`config.mk`:
```
export PLATFORM = sky130hd
export DESIGN_NAME = fetch_sequencer_flat
export DESIGN_NICKNAME = d
export VERILOG_FILES = /design/src/rtl/fetch_pkg.sv /design/src/rtl/fetch_sequencer_if.sv /design/src/rtl/fetch_queue.sv /design/src/rtl/fetch_sequencer.sv /design/src/flat_wrapper.sv
export SDC_FILE = /design/constraint.sdc
export NUM_CORES = 1
export LEC_CHECK = 0
export BUFFER_PORTS_ARGS = -buffer_cell sky130_fd_sc_hd__buf_2
export CELL_PAD_IN_SITES_DETAIL_PLACEMENT = 1
export CELL_PAD_IN_SITES_GLOBAL_PLACEMENT = 1
export CORE_MARGIN = 2
export CORE_UTILIZATION = 55
export CTS_BUF_LIST = sky130_fd_sc_hd__clkbuf_2
export CTS_CLUSTER_DIAMETER = 200
export DETAILED_ROUTE_END_ITERATION = 12
export PLACE_DENSITY_LB_ADDON = 0.2
export SLEW_MARGIN = 30
export SYNTH_ARGS = -nofsm -noshare
export SYNTH_HDL_FRONTEND = slang
export SYNTH_HIERARCHICAL = 1
export SYNTH_SLANG_ARGS = --single-unit
```
`constraint.sdc`:
```
create_clock -name clk -period 6.7 [get_ports clk]
set_input_delay 0.335 -clock clk [delete_from_list [all_inputs] [get_ports clk]]
set_output_delay 0.335 -clock clk [all_outputs]
set_load 0.02 [all_outputs]
```
`src/rtl/fetch_pkg.sv`:
```
// Shared types and widths for the fetch sequencer and its fetch queue.
package fetch_pkg;

    localparam int PC_W    = 10;
    localparam int INSTR_W = 32;
    localparam int ROM_AW  = 8;

    typedef enum logic [1:0] {
        FS_IDLE  = 2'd0,
        FS_RUN   = 2'd1,
        FS_DRAIN = 2'd2,
        FS_DONE  = 2'd3
    } fetch_state_e;

    // One queue entry: the fetched word and the byte PC it came from (42 bits).
    typedef struct packed {
        logic [INSTR_W-1:0] instr;
        logic [PC_W-1:0]    pc;
    } fetch_entry_t;

endpackage

```
`src/rtl/fetch_sequencer_if.sv`:
```
// Fetch sequencer bus: ROM address/data, decode handshake, redirect and status.
// Perf counter signals exist only when FETCH_PERF_CNT_EN is defined.
interface fetch_sequencer_if;
    import fetch_pkg::*;

    logic               fetch_en;
    logic [ROM_AW-1:0]  rom_addr;
    logic [INSTR_W-1:0] rom_data;
    logic               out_valid;
    logic               out_ready;
    logic [INSTR_W-1:0] out_instr;
    logic [PC_W-1:0]    out_pc;
    logic               redirect;
    logic [PC_W-1:0]    redirect_pc;
    logic               busy;
`ifdef FETCH_PERF_CNT_EN
    logic [31:0]        perf_fetched;
    logic [31:0]        perf_stall;

    modport master (
        input  fetch_en, rom_data, out_ready, redirect, redirect_pc,
        output rom_addr, out_valid, out_instr, out_pc, busy, perf_fetched, perf_stall
    );
    modport slave (
        output fetch_en, rom_data, out_ready, redirect, redirect_pc,
        input  rom_addr, out_valid, out_instr, out_pc, busy, perf_fetched, perf_stall
    );
`else
    modport master (
        input  fetch_en, rom_data, out_ready, redirect, redirect_pc,
        output rom_addr, out_valid, out_instr, out_pc, busy
    );
    modport slave (
        output fetch_en, rom_data, out_ready, redirect, redirect_pc,
        input  rom_addr, out_valid, out_instr, out_pc, busy
    );
`endif

endinterface

```
`src/rtl/fetch_queue.sv`:
```
// Synchronous FIFO for fetched words; flush wins over push/pop, and the head
// output holds its last value while the queue is empty.
module fetch_queue #(
    parameter int DEPTH = 4,
    parameter int WIDTH = 42
) (
    input  logic             clk,
    input  logic             reset,
    input  logic             i_push,
    input  logic             i_pop,
    input  logic             i_flush,
    input  logic [WIDTH-1:0] i_data,
    output logic             o_full,
    output logic             o_empty,
    output logic [WIDTH-1:0] o_head
);

    localparam int AW = $clog2(DEPTH);

    logic [WIDTH-1:0] r_mem [DEPTH];
    logic [AW-1:0]    r_wr_ptr;
    logic [AW-1:0]    r_rd_ptr;
    logic [AW:0]      r_count;
    logic [WIDTH-1:0] r_last;
    logic             w_push;
    logic             w_pop;

    assign o_empty = (r_count == '0);
    assign o_full  = (r_count == (AW+1)'(DEPTH));
    assign w_pop   = i_pop && !o_empty && !i_flush;
    assign w_push  = i_push && (!o_full || w_pop) && !i_flush;
    assign o_head  = o_empty ? r_last : r_mem[r_rd_ptr];

    // NOTE: storage has no reset; only pointers/count define validity, so stale data is never visible.
    always_ff @(posedge clk) begin
        if (w_push) begin
            r_mem[r_wr_ptr] <= i_data;
        end
    end

    // NOTE: sequential state uses non-blocking assignments so every register samples pre-edge values.
    always_ff @(posedge clk) begin
        if (reset) begin
            r_wr_ptr <= '0;
            r_rd_ptr <= '0;
            r_count  <= '0;
            r_last   <= '0;
        end else begin
            if (!o_empty) begin
                r_last <= r_mem[r_rd_ptr];
            end
            if (i_flush) begin
                r_wr_ptr <= '0;
                r_rd_ptr <= '0;
                r_count  <= '0;
            end else begin
                if (w_push) r_wr_ptr <= r_wr_ptr + 1'b1;
                if (w_pop)  r_rd_ptr <= r_rd_ptr + 1'b1;
                case ({w_push, w_pop})
                    2'b10:   r_count <= r_count + 1'b1;
                    2'b01:   r_count <= r_count - 1'b1;
                    default: r_count <= r_count;
                endcase
            end
        end
    end

endmodule

```
`src/rtl/fetch_sequencer.sv`:
```
// Front-end fetch sequencer: PC, IDLE/RUN/DRAIN/DONE FSM, redirect handling.
// Optional perf counters are built when FETCH_PERF_CNT_EN is defined.
module fetch_sequencer
    import fetch_pkg::*;
#(
    parameter int                 DEPTH     = 4,
    parameter logic [INSTR_W-1:0] HALT_WORD = 32'h0000_0000
) (
    input logic               clk,
    input logic               reset,
    fetch_sequencer_if.master bus
);

    fetch_state_e r_state;
    fetch_state_e w_state_nxt;
    logic [PC_W-1:0] r_pc;
    logic            w_full;
    logic            w_empty;
    logic            w_pop;
    logic            w_fetch;
    fetch_entry_t    w_push_entry;
    fetch_entry_t    w_head;

    assign w_pop        = !w_empty && bus.out_ready && !bus.redirect;
    assign w_push_entry = '{instr: bus.rom_data, pc: r_pc};

    fetch_queue #(
        .DEPTH (DEPTH),
        .WIDTH ($bits(fetch_entry_t))
    ) u_queue (
        .clk     (clk),
        .reset   (reset),
        .i_push  (w_fetch),
        .i_pop   (w_pop),
        .i_flush (bus.redirect),
        .i_data  (w_push_entry),
        .o_full  (w_full),
        .o_empty (w_empty),
        .o_head  (w_head)
    );

    always_ff @(posedge clk) begin
        if (reset) begin
            r_state <= FS_IDLE;
        end else begin
            r_state <= w_state_nxt;
        end
    end

    // NOTE: defaults first so every path assigns every output and no latch is inferred.
    always_comb begin
        w_state_nxt = r_state;
        w_fetch     = 1'b0;
        case (r_state)
            FS_IDLE:  if (bus.fetch_en) w_state_nxt = FS_RUN;
            FS_RUN: begin
                w_fetch = !w_full || w_pop;
                if (w_fetch && bus.rom_data == HALT_WORD) w_state_nxt = FS_DRAIN;
            end
            FS_DRAIN: if (w_empty) w_state_nxt = FS_DONE;
            default:  w_state_nxt = r_state;
        endcase
        // Redirect overrides everything, from any state.
        if (bus.redirect) begin
            w_fetch     = 1'b0;
            w_state_nxt = FS_RUN;
        end
    end

    always_ff @(posedge clk) begin
        if (reset) begin
            r_pc <= '0;
        end else if (bus.redirect) begin
            r_pc <= bus.redirect_pc & ~PC_W'(3);
        end else if (w_fetch) begin
            r_pc <= r_pc + PC_W'(4);
        end
    end

    assign bus.rom_addr  = r_pc[PC_W-1:2];
    assign bus.out_valid = !w_empty;
    assign bus.out_instr = w_head.instr;
    assign bus.out_pc    = w_head.pc;
    assign bus.busy      = (r_state == FS_RUN) || (r_state == FS_DRAIN);

`ifdef FETCH_PERF_CNT_EN
    logic [31:0] r_perf_fetched;
    logic [31:0] r_perf_stall;
    logic        w_stall;

    assign w_stall = (r_state == FS_RUN) && w_full && !w_pop;

    // Saturating counters; redirect deliberately leaves them alone.
    always_ff @(posedge clk) begin
        if (reset) begin
            r_perf_fetched <= '0;
            r_perf_stall   <= '0;
        end else begin
            if (w_fetch && r_perf_fetched != '1) r_perf_fetched <= r_perf_fetched + 1'b1;
            if (w_stall && r_perf_stall != '1)   r_perf_stall   <= r_perf_stall + 1'b1;
        end
    end

    assign bus.perf_fetched = r_perf_fetched;
    assign bus.perf_stall   = r_perf_stall;
`endif

endmodule

```
`src/flat_wrapper.sv`:
```
// flat-port wrapper written by rule: the top's interface ports become plain ports
module fetch_sequencer_flat import fetch_pkg::*;
#(
    parameter int                 DEPTH     = 4,
    parameter logic [INSTR_W-1:0] HALT_WORD = 32'h0000_0000
)
  (clk, reset, bus_fetch_en, bus_rom_data, bus_out_ready, bus_redirect, bus_redirect_pc, bus_rom_addr, bus_out_valid, bus_out_instr, bus_out_pc, bus_busy);
  fetch_sequencer_if bus_i ();
  input logic clk;
  input logic reset;
  input wire logic [$bits(bus_i.fetch_en)-1:0] bus_fetch_en;
  input wire logic [$bits(bus_i.rom_data)-1:0] bus_rom_data;
  input wire logic [$bits(bus_i.out_ready)-1:0] bus_out_ready;
  input wire logic [$bits(bus_i.redirect)-1:0] bus_redirect;
  input wire logic [$bits(bus_i.redirect_pc)-1:0] bus_redirect_pc;
  output wire logic [$bits(bus_i.rom_addr)-1:0] bus_rom_addr;
  output wire logic [$bits(bus_i.out_valid)-1:0] bus_out_valid;
  output wire logic [$bits(bus_i.out_instr)-1:0] bus_out_instr;
  output wire logic [$bits(bus_i.out_pc)-1:0] bus_out_pc;
  output wire logic [$bits(bus_i.busy)-1:0] bus_busy;
  assign bus_i.fetch_en = bus_fetch_en;
  assign bus_i.rom_data = bus_rom_data;
  assign bus_i.out_ready = bus_out_ready;
  assign bus_i.redirect = bus_redirect;
  assign bus_i.redirect_pc = bus_redirect_pc;
  assign bus_rom_addr = bus_i.rom_addr;
  assign bus_out_valid = bus_i.out_valid;
  assign bus_out_instr = bus_i.out_instr;
  assign bus_out_pc = bus_i.out_pc;
  assign bus_busy = bus_i.busy;
  fetch_sequencer #(.DEPTH(DEPTH), .HALT_WORD(HALT_WORD)) u_core (.clk(clk), .reset(reset), .bus(bus_i));
endmodule
```
==> flow_metrics.py <==
metrics = {
    "placed_design": {
        "portBuffers": 96,
        "place_ws_ns": 3.28,
        "dpl.hpwl_um": 10900,
        "gp_congestion": 0.778,
    },
    "sta": {
        "min_period_over_period_pct": 52.2,
        "period_needed_ns": 3.50,
        "final.setup.tns_ns": 0,
        "clock.fmax_mhz": 286,
        "max-slew-margin-rel_pct": 42.3,
        "finalSetupViolCount": 0,
        "clock_skew_ns": 0.0433,
        "maxSlewViolCount": 0,
        "post-route-worst-setup-slack_ns": 3.20,
        "grt_setup_unrepaired": "no",
        "worst_slew_pin_slew_ns": 0.865,
        "hold_viol_final": 0,
    },
    "pwr": {
        "clkPwrFrac_pct": 34.9,
        "pwr-share-comb_pct": 5.7,
        "switching_share_pct": 24.3,
        "p_total_mw": 2.61,
        "leakage_nw": 4.01,
        "switching_power_mw": 0.634,
        "peakVddDrop_uv": 132,
        "power_frac_seq_pct": 59.5,
        "power.internal_mw": 1.97,
        "powerDensity_nw_per_um2": 245,
    },
    "clock_network": {
        "post_cts_buffers": 0,
        "cts_sinks": 229,
        "tritoncts": "yes",
        "clockBufferDepth": 3,
        "insertion_delay_ns": 0.79,
        "root_buffer": "clkbuf_2",
        "cts.reportedPaths.clkPinSlew_ns": 0.10,
        "htree_levels": 2,
        "numCtsBuffers": 56,
    },
    "detailed_routing": {
        "wirelength_um": 19300,
        "ant_nets": 0,
        "wl_per_cell_um": 20.2,
        "vias": 5186,
        "drt_first_iter_violations": 242,
        "drt-vias-per-instance": 5.41,
        "drc_errors": 0,
        "dr.pass1.iters": 6,
    },
    "setup_path": {
        "path_max_fanout": 45,
        "start_kind": "flip-flop",
        "critPathArrivalTime_ns": 4.23,
        "reg2regPathDepth": 12,
        "crit_path_end_kind": "flip-flop",
        "cp_data_required_time_ns": 7.43,
        "r2r_slack_ns": 3.20,
        "reg2reg_to": "u_core/u_queue/r_count[2]",
        "path_class": "reg2reg",
        "reg2reg_from": "u_core/u_queue/r_count[0]",
    },
    "global_routing": {
        "first_global_vias": 5887,
        "grt_max_degree": 54,
        "grt_use_met3_pct": 5.90,
        "gr-max-usage-layer": "met2",
        "grt_usage_pct": 23.1,
        "grt_pass1_wl_um": 30800,
        "met2_usage_pct": 40.7,
        "gr-usage-met1_pct": 27.5,
        "antenna_found_initial": 0,
        "grt_overflow_total": 0,
    },
    "worst_hold_path": {
        "hp-class": "in2reg",
        "hold_depth": 5,
        "hold_start": "bus_out_ready",
    },
    "yosys": {
        "synthAdderAreaFrac_pct": 1.76,
        "netlist_instances": 503,
        "synth_top_family_by_area": "multiplexers",
        "synth_area_leaders": "edfxtp_1 (56%), dfxtp_1 (14%), mux4_2 (11%)",
        "synthMuxAreaShare_pct": 16.5,
        "synth_area_um2": 8970,
        "synth.avg_cell_area_um2": 17.8,
        "synth_cell_type_count": 45,
        "ys_warn_count": 6,
        "yosys.area_share.xor_xnor_pct": 1.07,
        "synth_top_area_cell": "edfxtp_1",
        "synth_seq_cells": 229,
        "synth-simple-area-share_pct": 7.32,
        "synth_top_area_share_pct": 56.2,
        "synth-compound-area-share_pct": 1.46,
        "ys_seq_area_share_pct": 69.9,
    },
    "die": {
        "rows": 46,
        "die-area_um2": 17300,
        "core_um2": 15900,
        "pin_count": 99,
        "die_x_um": 132,
        "start_util_pct": 56.5,
        "die_y_um": 132,
    },
    "finish": {
        "fin_util_pct": 67.1,
        "diodes": 0,
        "drive_gt1_share_pct": 39.8,
        "final_nets": 753,
        "syn2layout_area_growth_pct": 18.8,
        "fillers": 1498,
    },
    "outcome": {
        "outcome": "complete, no violations",
    },
    "job": {
        "maxCapViolations": 0,
    },
}
-- through the flow --
stage | hold WS [ns] | instance area [um^2] | instances
6_report | 0.139 | 10700 | 958
5_1_grt | 0.0767 | 10700 | 958
4_1_cts | 0.0598 | 10700 | 958
3_5_place_dp | 0.527 | 9680 | 808
3_3_place_gp | 0.503 | 9680 | 808
2_1_floorplan | 0.407 | 9000 | 510
-- power by group through the flow --
stage	registers, mW	logic, mW	clock network (mW)
global route	1.55	0.160	1.01
floorplan	1.58	0.0689	0
detailed placement	1.58	0.126	0
finish	1.55	0.148	0.908
global placement	1.58	0.120	0
CTS	1.55	0.147	0.941
-- worst max path at each step --
stage	end	slack, ns	start	depth (start not counted)
floorplan	u_core/u_queue/r_mem[0][0]	3.57	u_core/u_queue/r_count[0]	9
global placement	u_core/u_queue/r_mem[0][22]	3.49	u_core/u_queue/r_count[0]	9
detailed placement	u_core/u_queue/r_count[2]	3.28	u_core/u_queue/r_count[0]	12
CTS	u_core/u_queue/r_count[2]	3.26	u_core/u_queue/r_count[0]	12
global route	u_core/u_queue/r_count[2]	2.97	u_core/u_queue/r_count[0]	12
finish	u_core/u_queue/r_count[2]	3.20	u_core/u_queue/r_count[0]	12
-- timing repair --
item                                   in CTS  in global routing
endpoints found under the hold margin     138                  0
hold buffers                               44                  0
resized for setup                           0                  0
-- flip-flops by register name, indices dropped and copies added (netlist names), named ones only --
register and cells:
u_core/u_queue/r_count 3, u_core/r_pc 8, u_core/r_state 2, u_core/u_queue/r_rd_ptr 2
u_core/u_queue/r_mem 168, u_core/u_queue/r_last 42, u_core/u_queue/r_wr_ptr 2
-- routing by layer --
layer | vias up | routed length (um)
met5 | - | 0
met4 | 0 | 439
met3 | 36 | 1000
met2 | 159 | 10200
met1 | 2655 | 7670
li1 | 2336 | -
-- logic make-up (layout without fill, tap and decap cells) --
logic type / count (synthesis) / in the layout
DFF: 229 / 229
adders and majority gates: 12 / 12
AOI/OAI and AO/OA: 20 / 20
other: 1 / 8
xor gates and xnor gates: 11 / 11
buffers and inverters: 35 / 267
and+or+nand+nor: 105 / 105
muxes: 90 / 90
-- cell usage in the layout (no fill, tap or decap), types with 6 or more instances in the layout --
cell type,n
a21oi_1,7
buf_2,96
buf_4,8
clkbuf_2,82
clkinv_1,20
conb_1,8
dfxtp_1,59
dlygate4sd3_1,44
edfxtp_1,168
ha_1,11
inv_1,12
mux2_2,42
mux2i_1,6
mux4_2,42
nand2_1,9
nor2_1,18
nor2b_1,44
xor2_1,10
-- critical path, cell delays in order (launching register included) --
cell and delay (ns):
dfxtp_1 0.40, nor3_4 0.19, buf_4 0.60, nor3b_4 0.14, nor4b_1 0.58, nor3_1 0.19
inv_1 0.10, ha_1 0.18, inv_1 0.06, fa_1 0.37, xor2_1 0.16, or3_1 0.31
a21oi_1 0.14
-- area by class of cell --
| type | instances | area, um^2 | share of cell area (%) |
|---|---|---|---|
| multi-input cells | 246 | 2560 | 24.0 |
| inverters | 13 | 48.8 | 0.458 |
| clock inverters | 24 | 120 | 1.13 |
| well taps | 216 | 270 | 2.54 |
| clock buffers | 82 | 410 | 3.85 |
| repair buffers | 148 | 981 | 9.21 |
| flip-flops and latches | 229 | 6270 | 58.8 |
-- cells in the mapped netlist --
cell,instances
ha_1,11
dfxtp_1,61
nor2_1,18
conb_1,1
nor3_4,1
mux4_2,42
fa_1,1
o21ai_2,2
inv_2,1
nor4_2,4
o31ai_1,1
inv_1,12
nor3_2,4
o21ai_0,3
nor4b_1,1
nor2b_1,44
xnor2_1,1
mux2i_1,6
nand2b_1,1
buf_6,5
nand3_1,4
nand4_1,2
a31oi_1,1
mux2_2,42
edfxtp_1,168
or4_1,4
nor4_1,2
and3_1,1
or4b_2,1
buf_2,8
or2_2,1
nor3b_4,1
and2_1,5
a311oi_1,1
a211oi_1,1
or3_1,1
o311ai_0,1
o31a_1,1
xor2_1,10
o2111ai_1,1
a21oi_1,7
clkbuf_1,9
a21boi_1,1
nand2_1,9
nor3_1,1
(Power assumes the default switching activity.)
